$ cat config.mk
export PLATFORM = sky130hd
export DESIGN_NAME = mul_acc_pipe_flat
export DESIGN_NICKNAME = d
export VERILOG_FILES = /design/src/rtl/mul_acc_pipe_if.sv /design/src/rtl/mul_acc_pipe.sv /design/src/flat_wrapper.sv
export SDC_FILE = /design/constraint.sdc
export NUM_CORES = 1
export LEC_CHECK = 0
export ABC_AREA = 1
export BUFFER_PORTS_ARGS = -buffer_cell sky130_fd_sc_hd__buf_4
export CAP_MARGIN = 20
export CORE_MARGIN = 1.5
export CORE_UTILIZATION = 59
export DETAILED_ROUTE_END_ITERATION = 8
export PLACE_DENSITY = 0.74
export SYNTH_ARGS = -nofsm -noshare
export SYNTH_HDL_FRONTEND = slang
export SYNTH_SLANG_ARGS = --single-unit
export TNS_END_PERCENT = 10
$ cat constraint.sdc
create_clock -name clk -period 10.4 [get_ports clk]
set_clock_uncertainty 0.2 [all_clocks]
set_input_delay 2.08 -clock clk [delete_from_list [all_inputs] [get_ports clk]]
set_output_delay 2.08 -clock clk [all_outputs]
set_load 0.01 [all_outputs]
$ cat src/rtl/mul_acc_pipe_if.sv
// mul_acc_pipe_if: operand/result stream bundle for mul_acc_pipe.
interface mul_acc_pipe_if #(
    parameter int A_W   = 16,
    parameter int B_W   = 16,
    parameter int ACC_W = 40
);
    logic             in_valid;
    logic             in_ready;
    logic [A_W-1:0]   a_in;
    logic [B_W-1:0]   b_in;
    logic             is_signed;
    logic             accumulate;
    logic             last;
    logic             out_valid;
    logic             out_ready;
    logic [ACC_W-1:0] result_out;
    logic             overflow;
    modport master (
        output in_valid, a_in, b_in, is_signed, accumulate, last, out_ready,
        input  in_ready, out_valid, result_out, overflow
    );
    modport slave (
        input  in_valid, a_in, b_in, is_signed, accumulate, last, out_ready,
        output in_ready, out_valid, result_out, overflow
    );
endinterface

$ cat src/rtl/mul_acc_pipe.sv
// mul_acc_pipe: pipelined multiply-accumulate with valid/ready backpressure.
// Define MAC_SAT_EN to saturate accumulation and report overflow; otherwise sums wrap.
module mul_acc_pipe #(
    parameter int A_W   = 16,
    parameter int B_W   = 16,
    parameter int PIPE  = 1,
    parameter int ACC_W = 40
) (
    input logic           clk,
    input logic           reset,
    mul_acc_pipe_if.slave bus
);
    typedef struct packed {
        logic             v;
        logic             sg;
        logic             ac;
        logic             ls;
        logic [ACC_W-1:0] p;
    } stage_t;

    logic                      stall;
    logic                      op_v, op_sg, op_ac, op_ls;
    logic [A_W-1:0]            op_a;
    logic [B_W-1:0]            op_b;
    logic signed [A_W:0]       ax;
    logic signed [B_W:0]       bx;
    logic signed [A_W+B_W+1:0] full;
    stage_t                    head, tail;
    logic [ACC_W-1:0]          acc, sum;
    logic                      emit;

    assign stall        = bus.out_valid && !bus.out_ready;
    assign bus.in_ready = !stall;

    always_ff @(posedge clk or posedge reset)
        if (reset)
            {op_v, op_sg, op_ac, op_ls, op_a, op_b} <= '0;
        else if (!stall)
            {op_v, op_sg, op_ac, op_ls, op_a, op_b} <=
                {bus.in_valid, bus.is_signed, bus.accumulate, bus.last, bus.a_in, bus.b_in};

    // One extra operand bit lets a single signed multiplier serve both modes;
    // the exact product then sign/zero-extends correctly through the cast.
    assign ax   = {op_sg & op_a[A_W-1], op_a};
    assign bx   = {op_sg & op_b[B_W-1], op_b};
    assign full = ax * bx;
    assign head = {op_v, op_sg, op_ac, op_ls, ACC_W'(full)};

    if (PIPE == 1) begin : g_direct
        assign tail = head;
    end else begin : g_delay
        stage_t d [PIPE-1];
        always_ff @(posedge clk or posedge reset)
            if (reset) begin
                for (int i = 0; i < PIPE-1; i++) d[i] <= '0;
            end else if (!stall) begin
                d[0] <= head;
                for (int i = 1; i < PIPE-1; i++) d[i] <= d[i-1];
            end
        assign tail = d[PIPE-2];
    end

`ifdef MAC_SAT_EN
    localparam logic [ACC_W-1:0] S_MAX = {1'b0, {(ACC_W-1){1'b1}}};
    logic [ACC_W:0] wide;
    logic           step_ovf, sticky, ovf_q;
    always_comb begin
        wide     = {1'b0, acc} + {1'b0, tail.p};
        step_ovf = tail.sg ? (acc[ACC_W-1] == tail.p[ACC_W-1]) && (wide[ACC_W-1] != acc[ACC_W-1])
                           : wide[ACC_W];
        sum      = !step_ovf ? wide[ACC_W-1:0] : !tail.sg ? '1 : acc[ACC_W-1] ? ~S_MAX : S_MAX;
    end
    always_ff @(posedge clk or posedge reset)
        if (reset) begin
            sticky <= 1'b0;
            ovf_q  <= 1'b0;
        end else if (!stall) begin
            if (emit) ovf_q <= tail.ac && (sticky || step_ovf);
            if (tail.v && tail.ac) sticky <= !tail.ls && (sticky || step_ovf);
        end
    assign bus.overflow = ovf_q;
`else
    assign sum          = acc + tail.p;
    assign bus.overflow = 1'b0;
`endif

    // Only plain products and closing accumulate beats produce a result.
    assign emit = tail.v && (!tail.ac || tail.ls);

    always_ff @(posedge clk or posedge reset)
        if (reset) begin
            acc            <= '0;
            bus.out_valid  <= 1'b0;
            bus.result_out <= '0;
        end else if (!stall) begin
            bus.out_valid <= emit;
            if (emit) bus.result_out <= tail.ac ? sum : tail.p;
            if (tail.v && tail.ac) acc <= tail.ls ? '0 : sum;
        end
endmodule

$ cat src/flat_wrapper.sv
// flat-port wrapper written by rule: the top's interface ports become plain ports
module mul_acc_pipe_flat 
#(
    parameter int A_W   = 16,
    parameter int B_W   = 16,
    parameter int PIPE  = 1,
    parameter int ACC_W = 40
)
  (clk, reset, bus_in_valid, bus_a_in, bus_b_in, bus_is_signed, bus_accumulate, bus_last, bus_out_ready, bus_in_ready, bus_out_valid, bus_result_out, bus_overflow);
  mul_acc_pipe_if #(.A_W(A_W), .B_W(B_W), .ACC_W(ACC_W)) bus_i ();
  input logic clk;
  input logic reset;
  input wire logic [$bits(bus_i.in_valid)-1:0] bus_in_valid;
  input wire logic [$bits(bus_i.a_in)-1:0] bus_a_in;
  input wire logic [$bits(bus_i.b_in)-1:0] bus_b_in;
  input wire logic [$bits(bus_i.is_signed)-1:0] bus_is_signed;
  input wire logic [$bits(bus_i.accumulate)-1:0] bus_accumulate;
  input wire logic [$bits(bus_i.last)-1:0] bus_last;
  input wire logic [$bits(bus_i.out_ready)-1:0] bus_out_ready;
  output wire logic [$bits(bus_i.in_ready)-1:0] bus_in_ready;
  output wire logic [$bits(bus_i.out_valid)-1:0] bus_out_valid;
  output wire logic [$bits(bus_i.result_out)-1:0] bus_result_out;
  output wire logic [$bits(bus_i.overflow)-1:0] bus_overflow;
  assign bus_i.in_valid = bus_in_valid;
  assign bus_i.a_in = bus_a_in;
  assign bus_i.b_in = bus_b_in;
  assign bus_i.is_signed = bus_is_signed;
  assign bus_i.accumulate = bus_accumulate;
  assign bus_i.last = bus_last;
  assign bus_i.out_ready = bus_out_ready;
  assign bus_in_ready = bus_i.in_ready;
  assign bus_out_valid = bus_i.out_valid;
  assign bus_result_out = bus_i.result_out;
  assign bus_overflow = bus_i.overflow;
  mul_acc_pipe #(.A_W(A_W), .B_W(B_W), .PIPE(PIPE), .ACC_W(ACC_W)) u_core (.clk(clk), .reset(reset), .bus(bus_i));
endmodule
==> results_dict.tcl <==
set metrics [dict create \
    outcome "finished clean" \
    layout_commonest_cell "nand2_1" \
    die_y_um 184 \
    grt-ovfl-total 0 \
    cts.sinks 117 \
    areaGrowthSynthToFinish_pct 7.81 \
    hold_violations 0 \
    synth-seq-cells 117 \
    wl_per_cell_um 17.9 \
    viasPerCell 5.48 \
    cts_buffers 17 \
    fmax_mhz 109 \
    drt_iter0_markers 1625 \
    crit_family "adder cells" \
    crit_top_cell "fa_1" \
    setup_viol 0 \
    synth.area.top_cells "fa_1 31%, dfrtp_1 15%, nand2_1 14%" \
    post-cts-setup-buffers 0 \
    syn_nets 3040 \
    fin_ws_ps 1230 \
    grt_max_degree 73 \
    syn-cell-area_um2 19300 \
    yosys_warnings 0 \
    slew_violations 0 \
    hp-class "flop to flop" \
    synth_top_cell_by_area "fa_1" \
    rows 66 \
    start_kind "flop" \
    synth_flop_cell "dfrtp_1" \
    synth_cells 2576 \
    stdcell_area_um2 20800 \
    post_dp_cell_area_um2 20200 \
    critPathSlowestCell "dfrtp_1" \
    fin_setup_tns_ps 0 \
    cts_tree "built" \
    critPathBufInv 4 \
    cts_root_buffer "clkbuf_16" \
    fin_crit_sh 0.882 \
    synthArstFlopShare 1.00 \
    drcViolationCount 0 \
    grtUsageTotal 0.347 \
    die_area_um2 33800 \
    relSlewSlack 0.442 \
    antenna_cells 0 \
    drtAntennaViolNets 0 \
    arrival_ps 9340 \
    io_buffers 80 \
    synth_edf_count 0 \
    worst_pin_slew_ps 837 \
    path_clk_slew_ps 60 \
    cts_resized 0 \
    clk_path_buf_depth 2 \
    vias 16700 \
    cts_max_level 4 \
    drv_cap 0 \
    clock_latency_ps 450 \
    cp_max_fo 19 \
    fp.dieW_um 184 \
    grt_pass1_vias 17200 \
    cp-end-kind "flop" \
    core_um2 32400 \
    grt_first_pass_wirelength_um 89300 \
    fin_crit_ps 9170 \
    avgSynthCellArea_um2 7.50 \
    final_cell_mix "730 x nand2_1, 589 x inv_1, 297 x fa_1" \
    netlist-cell-type-count 52 \
    gp_congestion 0.967 \
    dp_hpwl_um 44200 \
    cp.required_ps 10570 \
    hold_buffers 0 \
    rsz0062_at_grt "false" \
    seq_area_frac_synth 0.152 \
    path_class "flop to flop" \
    nets 3055 \
    firstDrtPassIters 7 \
    initial_core_util 0.597 \
    place_worst_setup_slack_ps 1490 \
    io_pins 82 \
    yosys.area.top_type_share 0.308 \
    drive_gt1_frac 0.0760 \
    antenna_found_initial 0 \
    routed_wl_um 54600 \
    slowest_delay_ps 780 \
    fill_cells 2913 \
]
[per-stage QoR]
| step | utilization | hold WS, ps | std cells |
|---|---|---|---|
| final | 0.643 | 282 | 3046 |
| after global routing | 0.643 | 302 | 3046 |
| after CTS | 0.643 | 286 | 3045 |
| after detailed placement | 0.623 | 270 | 3013 |
| after global placement | 0.623 | 268 | 3013 |
| after floorplan | - | 255 | 2576 |
[flip-flops by register name, indices dropped and copies added (netlist names)]
| name | flops |
|---|---|
| u_core.op_ls | 1 |
| u_core.acc | 40 |
| u_core.bus.result_out | 40 |
| u_core.op_ac | 1 |
| u_core.op_v | 1 |
| u_core.op_sg | 1 |
| u_core.bus.out_valid | 1 |
| u_core.op_b | 16 |
| u_core.op_a | 16 |
[synth_stat cells, types with 6 or more instances]
cell type,instances
nand2_1,730
inv_1,591
fa_1,297
nor2_1,139
ha_1,128
dfrtp_1,117
nand3_1,90
o21ai_0,79
a21oi_1,74
clkbuf_1,68
nand4_1,21
xor2_1,21
nand2_2,19
o21bai_1,17
buf_1,16
o211ai_1,14
o21ai_1,14
xnor2_1,14
nor3_1,11
buf_2,10
nor2_2,10
a21o_1,9
a21oi_2,8
a2bb2oi_2,6
nor3_2,6
or2_1,6
[worst reg2reg max path, delay by kind of cell (launching register included)]
family | cells | cell delay (ps)
adder cells (fa/ha/maj) | 8 | 3760
AND/OR/NAND/NOR | 16 | 3500
flip-flops | 1 | 780
buffers and inverters | 4 | 690
AO/OA/AOI/OAI | 1 | 150
[final cells by class]
type | instances | area, um2 | share of cell area
well taps | 442 | 553 | 0.0266
flip-flops and latches | 117 | 2930 | 0.141
clock buffers | 20 | 447 | 0.0214
clock inverters | 12 | 178 | 0.00853
multi-input cells | 1764 | 13800 | 0.660
inverters | 598 | 2250 | 0.108
repair buffers | 93 | 718 | 0.0345
[path summary, 6_finish.rpt]
| check | from | end | slack [ps] | depth (start not counted) |
|---|---|---|---|---|
| min reg2reg | u_core.bus.result_out[13] | u_core.bus.result_out[13] | 280 | 2 |
| min | u_core.bus.result_out[13] | u_core.bus.result_out[13] | 280 | 2 |
| min in group asynchronous | reset | u_core.bus.result_out[9] | 1520 | 2 |
| max reg2reg | u_core.op_a[15] | u_core.bus.result_out[39] | 1230 | 29 |
| max in group asynchronous | reset | u_core.op_a[14] | 7450 | 4 |
| max | u_core.op_a[15] | u_core.bus.result_out[39] | 1230 | 29 |
[routing by layer]
metal	vias to the layer above	GRT usage	wire length, um
met5	-	0	0
met4	0	0.0892	1150
met3	90	0.0557	4230
met2	689	0.567	25500
met1	8204	0.482	23700
li1	7708	-	-
[logic make-up after synthesis]
| group | synth area share |
|---|---|
| and+or+nand+nor | 0.224 |
| buffers and inverters | 0.137 |
| adders and majority gates | 0.391 |
| AOI/OAI and AO/OA | 0.0799 |
| DFF | 0.152 |
| xor gates and xnor gates | 0.0167 |
| other | 0.000194 |
Power is left out: the tool's default activity adds up to more than one toggle a clock period on the data nets, which glitch-free logic cannot reach.
